$ cat config.mk
export PLATFORM = sky130hd
export DESIGN_NAME = strip_config_sequencer
export DESIGN_NICKNAME = d
export VERILOG_FILES = /design/src/rtl/strip_config_sequencer.sv
export SDC_FILE = /design/constraint.sdc
export NUM_CORES = 1
export LEC_CHECK = 0
export CORE_UTILIZATION = 53
export DETAILED_ROUTE_END_ITERATION = 12
export PLACE_DENSITY_LB_ADDON = 0.25
export SLEW_MARGIN = 30
export SYNTH_ARGS = -nofsm -noshare
export SYNTH_HDL_FRONTEND = slang
export SYNTH_SLANG_ARGS = --single-unit
$ cat constraint.sdc
create_clock -name clk_48 -period 2.83 [get_ports clk_48]
set_clock_uncertainty 0.2 [all_clocks]
set_input_delay 0.566 -clock clk_48 [delete_from_list [all_inputs] [get_ports clk_48]]
set_output_delay 0.566 -clock clk_48 [all_outputs]
set_load 0.01 [all_outputs]
$ cat src/rtl/strip_config_sequencer.sv
// Click-free coefficient swap sequencer: fades gain to zero, commits new selections,
// loads coefficients over a req/ack handshake, then fades gain back to unity.
module strip_config_sequencer #(
  parameter int GAIN_W      = 8,
  parameter int STEP        = 4,
  parameter int ACK_TIMEOUT = 1024
) (
  input  logic              clk_48,
  input  logic              reset,
  input  logic              sample_tick,
  input  logic [2:0]        freq_sel_in,
  input  logic [2:0]        lp_sel_in,
  input  logic [2:0]        hp_sel_in,
  input  logic              mute_in,
  input  logic              coef_ack,
  output logic [2:0]        freq_sel,
  output logic [2:0]        lp_sel,
  output logic [2:0]        hp_sel,
  output logic              coef_req,
  output logic [GAIN_W-1:0] gain,
  output logic              busy,
  output logic              timeout_err
);

  localparam int              CNT_W    = $clog2(ACK_TIMEOUT + 1);
  localparam logic [GAIN_W:0] FULL_EXT = {1'b0, {GAIN_W{1'b1}}};
  localparam logic [GAIN_W:0] STEP_EXT = (GAIN_W + 1)'(STEP);
  localparam logic [CNT_W-1:0] CNT_LAST = CNT_W'(ACK_TIMEOUT - 1);

  typedef enum logic [2:0] {
    LOAD, WAIT_ACK, FADE_IN, IDLE, FADE_OUT, MUTED
  } state_t;

  state_t            state_q;
  logic [2:0]        freq_q, lp_q, hp_q;
  logic              req_q, terr_q;
  logic [GAIN_W-1:0] gain_q;
  logic [CNT_W-1:0]  cnt_q;

  logic [GAIN_W:0]   gain_ext, up_sum;
  logic [GAIN_W-1:0] gain_up_d, gain_dn_d;
  logic              pending;

  // Ramp arithmetic carries one extra bit so both ends saturate instead of wrapping.
  always_comb begin
    gain_ext  = {1'b0, gain_q};
    up_sum    = gain_ext + STEP_EXT;
    gain_up_d = (up_sum > FULL_EXT) ? {GAIN_W{1'b1}} : GAIN_W'(up_sum);
    gain_dn_d = (gain_ext < STEP_EXT) ? '0 : GAIN_W'(gain_ext - STEP_EXT);
  end

  assign pending = {freq_sel_in, lp_sel_in, hp_sel_in} != {freq_q, lp_q, hp_q};

  always_ff @(posedge clk_48) begin
    if (reset) begin
      state_q <= LOAD;
      freq_q  <= 3'd4;
      lp_q    <= 3'd1;
      hp_q    <= 3'd2;
      gain_q  <= '0;
      req_q   <= 1'b0;
      terr_q  <= 1'b0;
      cnt_q   <= '0;
    end else begin
      case (state_q)
        LOAD: begin
          freq_q  <= freq_sel_in;
          lp_q    <= lp_sel_in;
          hp_q    <= hp_sel_in;
          req_q   <= 1'b1;
          cnt_q   <= '0;
          state_q <= WAIT_ACK;
        end
        WAIT_ACK: begin
          // An ack arriving on the timeout cycle still counts as a successful load.
          if (coef_ack) begin
            req_q  <= 1'b0;
            terr_q <= 1'b0;
            if (pending)      state_q <= LOAD;
            else if (mute_in) state_q <= MUTED;
            else              state_q <= FADE_IN;
          end else if (cnt_q == CNT_LAST) begin
            req_q   <= 1'b0;
            terr_q  <= 1'b1;
            state_q <= MUTED;
          end else begin
            cnt_q <= cnt_q + 1'b1;
          end
        end
        FADE_IN: begin
          if (pending || mute_in)         state_q <= FADE_OUT;
          else if (gain_q == {GAIN_W{1'b1}}) state_q <= IDLE;
          else if (sample_tick)           gain_q  <= gain_up_d;
        end
        IDLE: begin
          if (pending || mute_in) state_q <= FADE_OUT;
        end
        FADE_OUT: begin
          if (gain_q == '0) begin
            if (pending)      state_q <= LOAD;
            else if (mute_in) state_q <= MUTED;
            else              state_q <= FADE_IN;
          end else if (sample_tick) begin
            gain_q <= gain_dn_d;
          end
        end
        MUTED: begin
          if (pending)                  state_q <= LOAD;
          else if (!mute_in && !terr_q) state_q <= FADE_IN;
        end
        default: state_q <= LOAD;
      endcase
    end
  end

  assign freq_sel    = freq_q;
  assign lp_sel      = lp_q;
  assign hp_sel      = hp_q;
  assign coef_req    = req_q;
  assign gain        = gain_q;
  assign timeout_err = terr_q;
  assign busy        = !(state_q == IDLE || state_q == MUTED);

endmodule

After elaboration in Yosys (flattened, before gate mapping)
Index checks and enable logic that the tools add are counted.
Widths: inputs -> output; s select.
{"block": "totals", "ff_bits": 33, "out_inout_bits": 20, "inputBits": 14}
{"block": "op_classes", "n_eq_ne": 20, "mux": 27, "n_addsub": 3, "n_reduce_logical": 16, "order_cmp": 2}
{"operator": "$mux 8", "count": 7}
{"operator": "$mux 3", "count": 10}
{"operator": "$mux 11", "count": 2}
{"operator": "$pmux 11 s2", "count": 1}
{"operator": "$ne 2x2->1 const B", "count": 9}
{"operator": "$pmux 3 s6", "count": 1}
{"operator": "$pmux 8 s2", "count": 1}
{"operator": "$add 11x1->11 const B", "count": 1}
{"operator": "$eq 11x10->1 const B", "count": 1}
{"operator": "$add 8x3->9 const B", "count": 1}
{"operator": "$gt 9x8->1 const B", "count": 1}
{"operator": "$ne 3x3->1 const B", "count": 3}
{"operator": "$ne 9x9->1", "count": 1}
{"operator": "$eq 8x8->1 const B", "count": 1}
{"operator": "$logic_not 8->1", "count": 1}
{"operator": "$lt 8x3->1 const B", "count": 1}
{"operator": "$sub 8x3->8 const B", "count": 1}
{"operator": "$eq 3x2->1 const B", "count": 2}
{"operator": "$eq 3x3->1 const B", "count": 2}
{"operator": "$reduce_and 6->1", "count": 1}
{"operator": "$reduce_bool 2->1", "count": 3}
{"operator": "$reduce_and 5->1", "count": 1}
{"operator": "$mux 1", "count": 4}
{"operator": "$reduce_and 2->1", "count": 2}
{"operator": "7 further kinds", "count": 10}

Depth between registers and ports, before layout
Gate-level depths: netlist (run 1).
{"block": "logic_depth", "word_depth": 7, "ltp_mapped": 8}

Worst setup path before layout (run 1)
Ideal clock, no wire load.
{"block": "synth_timing", "path_kind": "register -> register", "start": "register gain_q[3], in the netlist gain[3]", "end": "register state_q[1]", "stages_incl_launch_ff": 8, "required_time_ns": 2.563, "n_path_buf": 0, "setup_time_ns": 0.067, "setup_slack_ns": 0.502, "period_less_slack_ns": 2.328, "t_arrival_ns": 2.061, "cell_sequence": "dfxtp_1 ha_1 and3_4 nand4_4 a22o_1 a221o_1 or3_1 a21oi_2"}
{"block": "synth_via", "elab_chain_cells": 3}
{"item": "from (decl)", "line": "37", "source": "logic [GAIN_W-1:0] gain_q;"}
{"item": "from (signal assigned)", "line": "93", "source": "else if (sample_tick) gain_q <= gain_up_d;"}
{"item": "from (signal assigned)", "line": "104", "source": "gain_q <= gain_dn_d;"}
{"item": "$eq 8x8->1 / $logic_not 8->1 (equally long branches)", "line": "92, 99"}
{"item": "$ne 3x3->1 (no line) / $ne 2x2->1 (equally long branches)"}
{"item": "$reduce_and 5->1 (no line) *"}
{"item": "to (signal assigned)", "line": "91", "source": "if (pending || mute_in) state_q <= FADE_OUT;"}
{"item": "to (signal assigned)", "line": "92", "source": "else if (gain_q == {GAIN_W{1'b1}}) state_q <= IDLE;"}
{"item": "to (signal assigned)", "line": "96", "source": "if (pending || mute_in) state_q <= FADE_OUT;"}
{"item": "to (decl)", "line": "34", "source": "state_t state_q;"}
Every way passes the cells marked *; elsewhere a longest branch is shown, timed or not.
A chain may end at the register's enable or synchronous reset.

Final worst setup path (run 1)
{"block": "layout_timing", "start": "input port hp_sel_in[2]", "end": "register state_q[1]"}
{"block": "layout_via", "elab_chain_cells": 4}
{"item": "from (decl)", "line": "13", "source": "input logic [2:0] hp_sel_in,"}
{"item": "$ne 9x9->1 *", "line": "52", "source": "assign pending = {freq_sel_in, lp_sel_in, hp_sel_in} != {freq_q, lp_q, hp_q};"}
{"item": "$mux 3 / $logic_or 1x1->1 (equally long branches)", "line": "100, 91, 96"}
{"item": "$mux 3 (tied with other cells)", "line": "99", "source": "if (gain_q == '0) begin"}
{"item": "$pmux 3 s6 / $reduce_and 5->1 (equally long branches)"}
{"item": "to (signal assigned)", "line": "100", "source": "if (pending) state_q <= LOAD;"}
{"item": "to (signal assigned)", "line": "101", "source": "else if (mute_in) state_q <= MUTED;"}
{"item": "to (signal assigned)", "line": "102", "source": "else state_q <= FADE_IN;"}
Every way passes the cells marked *; elsewhere a longest branch is shown, timed or not. The select of a mux whose other input is x is not followed.

==> reports/results.txt, run 1 <==
Drc violations - 0
Number of buffers added on ports - 33
Grt ovf - 0
WP buf/inv - 2
Horizontal extent of the die - 64.0 um
EDFF count, synth - 0
Min-delay worst type - reg2reg
Clock tree from TritonCTS - built
Share of synthesized cell area in and, or, nand and nor gates - 31.1%
Avg Synthesized Cell Area - 7.77 um^2
Largest delay contributor family on the critical path - simple AND/OR/NAND/NOR gates
Tightest slew margin relative to the limit - 49.5%
Routed wire length - 4930 um
Final TNS setup - 0 ns
Maximum capacitance violations - 0
Starting density of the core - 55.6%
Minimum setup slack after placement - 0.0563 ns
Measured slew at the worst slew-check pin - 0.754 ns
Post-layout nets - 312
Fraction of the yosys area taken by sequential cells - 31.5%
Filler-free cell count of the finished design - 342
Required time worst endpoint - 2.86 ns
Count of clock tree sinks - 32
Detailed-route wire length per cell - 14.4 um
Most frequently used cell type in the post-synthesis netlist - sky130_fd_sc_hd__nand2_1
CP max stage cell - sky130_fd_sc_hd__clkdlybuf4s50_1
Startpoint-to-endpoint class of the critical path - in2reg
Initial antenna violation count - 0
Share of cells above drive strength 1 - 8.16%
Num CTS Buffers - 5
Weighted congestion at the end of routability-driven global placement - 0.889
Total iterations of the first detailed-routing run - 4
Count of final hold-check violations - 0
Overall die area - 4090 um^2
Clk Tree Root Cell - sky130_fd_sc_hd__clkbuf_8
Core Box Area - 3660 um^2
Post-route antenna net violation count - 0
Post-route setup slack - 0.349 ns
Area fraction in compound gates after synthesis - 20.9%
Final-layout worst hold slack - 0.247 ns
Number of buffers on the longest clock path - 2
Post-synthesis async set-or-reset flop share - 0%
Count of cells resized by post-cts repair - 0
CTS clock-pin slew for the worst setup and hold paths - 0.07 ns
Die Height - 64.0 um
GR Util All Layers - 26.3%
Total power consumption of the routed design - 1.11 mW
Synth Net Count - 281
P_leak - 0.962 nW
Vias in the first global route - 1797
Setup violators final - 0
Peak VDD IR - 373 uV
Synth area leader - sky130_fd_sc_hd__dfxtp_1
First-pass GRT wire length - 8360 um
Adder and majority cell fraction of the synthesized area - 3.08%
Outcome - complete, no violations
Number of levels the H-tree was split into - 2
Synth area leaders - sky130_fd_sc_hd__dfxtp_1, sky130_fd_sc_hd__nand2_1, sky130_fd_sc_hd__xor2_1
Via/cell ratio - 5.88
Number of vias after detailed routing - 2010
I/O Pins - 34
List of most frequent post-synthesis cells - sky130_fd_sc_hd__nand2_1, sky130_fd_sc_hd__dfxtp_1, sky130_fd_sc_hd__nor2_1
Maximum fanout along the worst path - 6
Number of slew-limit violations in the final report - 0
Number of placed instances, taps included - 334
Detailed router's first-iteration violation count - 197
Number of hold buffers added after cts - 0
Post-synthesis instance area - 2030 um^2
Number of standard cells after synthesis - 262
Combinational family with the most area after synthesis - simple AND/OR/NAND/NOR gates
Power density over cell area - 441 nW/um^2
Relative area change from synthesis to final layout - 23.9%
Ratio of final minimum period to clock period - 87.7%
Xor/xnor share of the synthesized area - 6.89%
Post-CTS Repair Setup Buffers - 0
Startpoint class of the critical path - primary input
Commonest register cell after synthesis - sky130_fd_sc_hd__dfxtp_1
Portion of synthesized cell area occupied by the leading cell type - 31.5%
Count of antenna diodes in the layout - 0
Unrepaired setup endpoints after global routing - false
Period minus WS final - 2.48 ns
Synth warnings - 0
Worst skew pair latency - 0.29 ns
Largest net degree at the start of global routing - 19
Crit path capture type - flop
FF+latch count, synth - 32
Number of rows created at floorplan - 22
Ordered cell list for the critical path - clkdlybuf4s50_1 -> xor2_1 -> nor4_1 -> buf_4 -> and3_1 -> a221o_1 -> or3_1 -> a21oi_2
Hpwl dp - 3410 um
Multiplexer share of the synthesized area - 1.48%
Critical Path Max Stage Delay - 0.49 ns
Unique cell type count in the Yosys netlist - 56
Worst endpoint data arrival time - 2.51 ns
Max Clk Rate - 0.403 GHz
through the flow:
step / instance area, um^2 / util (%)
4_1_cts: 2520 / 68.8
3_5_place_dp: 2410 / 65.9
2_1_floorplan: 2030 / -
6_report: 2520 / 68.8
3_3_place_gp: 2410 / 65.9
5_1_grt: 2520 / 68.8
cell families (layout without fill, tap and decap cells):
group | count (synthesis) | count (layout)
AND/OR/NAND/NOR | 120 | 120
AO/OA/AOI/OAI | 63 | 63
flip-flops | 32 | 32
buffers and inverters | 23 | 55
XOR/XNOR | 16 | 16
adder cells (fa/ha/maj) | 5 | 5
multiplexers | 3 | 3
flip-flops by register name, summed over array words and instances (netlist names):
name / cells
state_q: 3
freq_sel: 3
timeout_err: 1
coef_req: 1
hp_sel: 3
gain: 7
cnt_q: 11
lp_sel: 3
path summary, 6_finish.rpt:
kind | start | slack [ns] | end | cells past startpoint
hold / removal | cnt_q[10] | 0.25 | cnt_q[10] | 1
setup / recovery | hp_sel_in[2] | 0.35 | state_q[1] | 8
setup reg to reg | gain[2] | 0.37 | state_q[1] | 7
hold reg to reg | cnt_q[10] | 0.25 | cnt_q[10] | 1
report_power, final:
| group | leakage [nW] | switching (mW) | internal, mW |
|---|---|---|---|
| clock network | 0.0552 | 0.170 | 0.261 |
| logic | 0.646 | 0.0980 | 0.0880 |
| registers | 0.261 | 0.0251 | 0.469 |
| total | 0.962 | 0.293 | 0.818 |
layer usage:
layer / GRT usage (%) / vias up / part of all wire [%]
met1: 34.7 / 912 / 46
li1: - / 1007 / -
met4: 14.2 / 0 / 2.6
met2: 39.5 / 76 / 45
met5: 0 / - / 0
met3: 5.89 / 15 / 6.6
cells in the final DEF (no fill, tap or decap), drive strengths merged, types with 4 or more instances in the layout:
| master | netlist | final |
|---|---|---|
| nand3 | 13 | 13 |
| ha | 5 | 5 |
| dfxtp | 32 | 32 |
| and3 | 5 | 5 |
| clkbuf | 10 | 6 |
| nand2 | 38 | 38 |
| inv | 7 | 7 |
| a21oi | 17 | 17 |
| o21ai | 13 | 13 |
| or3 | 4 | 4 |
| a311oi | 6 | 6 |
| a31oi | 4 | 4 |
| buf | 6 | 7 |
| nand4 | 4 | 4 |
| nor3 | 7 | 7 |
| and2 | 5 | 5 |
| nor2 | 25 | 25 |
| clkdlybuf4s50 | 0 | 33 |
| xor2 | 15 | 15 |
layout make-up:
type	count	area (um^2)
clock buffers	6	72.6
multi-input cells	207	1290
flip-flops and latches	32	641
inverters	7	26.3
well taps	48	60.1
repair buffers	40	395
fillers	305	1140
clock inverters	2	35.0
Power figures use the tool's default switching activity.
==> run 2: changes to the inputs <==
--- a/config.mk
+++ b/config.mk
@@ -7,6 +7,7 @@
 export LEC_CHECK = 0
 export CORE_UTILIZATION = 53
 export DETAILED_ROUTE_END_ITERATION = 12
+export MAX_ROUTING_LAYER = met4
 export PLACE_DENSITY_LB_ADDON = 0.25
 export SLEW_MARGIN = 30
 export SYNTH_ARGS = -nofsm -noshare
==> run 2 against run 1 <==
Sequential share of layout area unchanged. Non-clock buffer count is the same. Largest power group unchanged. Routed wire length increased by 0.39%. Flip-flop and latch count unchanged. Via count increased by 0.35%. Critical endpoint unchanged. Die area stayed put. Critical path type unchanged. Final area unchanged. Utilization unchanged.
==> reports/results.txt, run 2 (synthesis gave the netlist of run 1 again) <==
Relative area change from synthesis to final layout - 23.9% (unchanged)
Setup violators final - 0 (unchanged)
GR Util All Layers - 27.1% (+0.78 points)
Maximum capacitance violations - 0 (unchanged)
Grt ovf - 0 (unchanged)
Final TNS setup - 0 ns (unchanged)
Clk Tree Root Cell - sky130_fd_sc_hd__clkbuf_8
Worst Reg-to-Reg Cells - 7 (unchanged)
Commonest non-fill, non-tap cells in the layout - sky130_fd_sc_hd__nand2_1, sky130_fd_sc_hd__clkdlybuf4s50_1, sky130_fd_sc_hd__dfxtp_1, sky130_fd_sc_hd__nor2_1, sky130_fd_sc_hd__a21oi_1
Post-CTS Repair Setup Buffers - 0 (unchanged)
Starting density of the core - 55.6% (unchanged)
Period minus WS final - 2.48 ns (-0.00197 ns)
Post-layout nets - 312 (unchanged)
Number of vias after detailed routing - 2017 (+0.35%)
CTS clock-pin slew for the worst setup and hold paths - 0.07 ns (about the same)
Startpoint class of the critical path - primary input
Share of cells above drive strength 1 - 8.16% (unchanged)
Min-delay worst type - reg2reg
Number of buffers added on ports - 33 (unchanged)
Detailed router's first-iteration violation count - 175 (-11%)
Number of levels the H-tree was split into - 2 (unchanged)
Total power consumption of the routed design - 1.11 mW (+0.28%)
Setup crit start - hp_sel_in[1]
Routed wire length - 4950 um (+0.39%)
I/O Pins - 34 (unchanged)
Vias in the first global route - 1797 (unchanged)
Weighted congestion at the end of routability-driven global placement - 0.903 (+1.7%)
Drc violations - 0 (unchanged)
Post-route setup slack - 0.351 ns (+0.00197 ns)
Launch point of the worst reg-to-reg path - gain[2]
Number of buffers on the longest clock path - 2 (unchanged)
Required time worst endpoint - 2.86 ns (about the same)
First-pass GRT wire length - 8360 um (unchanged)
Unrepaired setup endpoints after global routing - false
Core Box Area - 3660 um^2 (unchanged)
Crit path capture type - flop
Flip-flop count of the largest register after layout - 11 (unchanged)
Ordered cell list for the critical path - clkdlybuf4s50_1 -> xor2_1 -> nor4_1 -> buf_4 -> and3_1 -> a221o_1 -> or3_1 -> a21oi_2
Num CTS Buffers - 5 (unchanged)
Outcome - complete, no violations
Critical Path Max Stage Delay - 0.50 ns (about the same)
Hpwl dp - 3410 um (unchanged)
Filler cell count - 305 (unchanged)
End-of-flow core utilization - 68.8% (unchanged)
Largest Register - cnt_q
Power density over cell area - 442 nW/um^2 (+0.28%)
Number of placed instances, taps included - 334 (unchanged)
Initial antenna violation count - 0 (unchanged)
Minimum setup slack after placement - 0.0563 ns (unchanged)
Measured slew at the worst slew-check pin - 0.766 ns (+0.0122 ns)
Via/cell ratio - 5.90 (+0.35%)
Number of hold buffers added after cts - 0 (unchanged)
Die Height - 64.0 um (unchanged)
Worst endpoint data arrival time - 2.51 ns (about the same)
Ratio of final minimum period to clock period - 87.6% (about the same)
Largest net degree at the start of global routing - 19 (unchanged)
Count of antenna diodes in the layout - 0 (unchanged)
P_leak - 0.962 nW (unchanged)
Detailed-route wire length per cell - 14.5 um (+0.39%)
CP max stage cell - sky130_fd_sc_hd__clkdlybuf4s50_1
Worst reg2reg setup slack - 0.36 ns (about the same)
Count of clock tree sinks - 32 (unchanged)
Tightest slew margin relative to the limit - 48.7% (-0.82 points)
Horizontal extent of the die - 64.0 um (unchanged)
Maximum fanout along the worst path - 6 (unchanged)
Startpoint-to-endpoint class of the critical path - in2reg
Total iterations of the first detailed-routing run - 4 (unchanged)
Overall die area - 4090 um^2 (unchanged)
Count of final hold-check violations - 0 (unchanged)
Number of rows created at floorplan - 22 (unchanged)
Post-route antenna net violation count - 0 (unchanged)
Number of slew-limit violations in the final report - 0 (unchanged)
Max Clk Rate - 0.403 GHz (about the same)
Most common cell after layout, fill and taps aside - sky130_fd_sc_hd__nand2_1
Peak VDD IR - 375 uV (+0.43%)
Endpoint of the most critical register-to-register path - state_q[1]
Filler-free cell count of the finished design - 342 (unchanged)
Clock tree from TritonCTS - built
Critical Path End - state_q[1]
Count of cells resized by post-cts repair - 0 (unchanged)
Worst skew pair latency - 0.29 ns (about the same)
## run 2: report_power, final
part           leakage [nW]  total [mW]  internal, mW  switching, mW
combinational         0.646       0.186        0.0880         0.0983
clock                0.0552       0.434         0.261          0.173
sequential            0.261       0.495         0.469         0.0254
## run 2: worst max-delay path, delay by kind of cell
| family | cells | cell delay [ns] |
|---|---|---|
| and+or+nand+nor | 3 | 0.69 |
| buffers and inverters | 2 | 0.64 |
| AOI/OAI and AO/OA | 2 | 0.47 |
| xor gates and xnor gates | 1 | 0.15 |
## run 2: routing by layer
metal / track usage [%] / routed length, um / vias to the layer above
met4: 14.2 / 129 / 0
li1: - / - / 1005
met1: 35.3 / 2320 / 927
met5: - / 0 / -
met2: 39.5 / 2190 / 71
met3: 5.18 / 308 / 14
## run 2: stage by stage
stage	hold WS, ns	instance area, um^2
floorplan	0.223	2030
global placement	0.231	2410
detailed placement	0.239	2410
CTS	0.248	2520
global route	0.258	2520
finish	0.248	2520
## run 2: final cells by class
cell class / instances / area, um^2 / area share, %
Clock inverter: 2 / 35.0 / 1.39
Inverter: 7 / 26.3 / 1.04
Multi-Input combinational cell: 207 / 1290 / 51.2
Sequential cell: 32 / 641 / 25.4
Clock buffer: 6 / 72.6 / 2.88
Tap cell: 48 / 60.1 / 2.38
Timing Repair Buffer: 40 / 395 / 15.7
## run 2: how the worst min path moves through the flow
stage	slack, ns	start	endpoint	cells after the start
finish	0.25	cnt_q[10]	cnt_q[10]	1
CTS	0.25	cnt_q[10]	cnt_q[10]	1
global placement	0.23	cnt_q[10]	cnt_q[10]	1
floorplan	0.22	cnt_q[10]	cnt_q[10]	1
global route	0.26	cnt_q[10]	cnt_q[10]	1
detailed placement	0.24	cnt_q[10]	cnt_q[10]	1
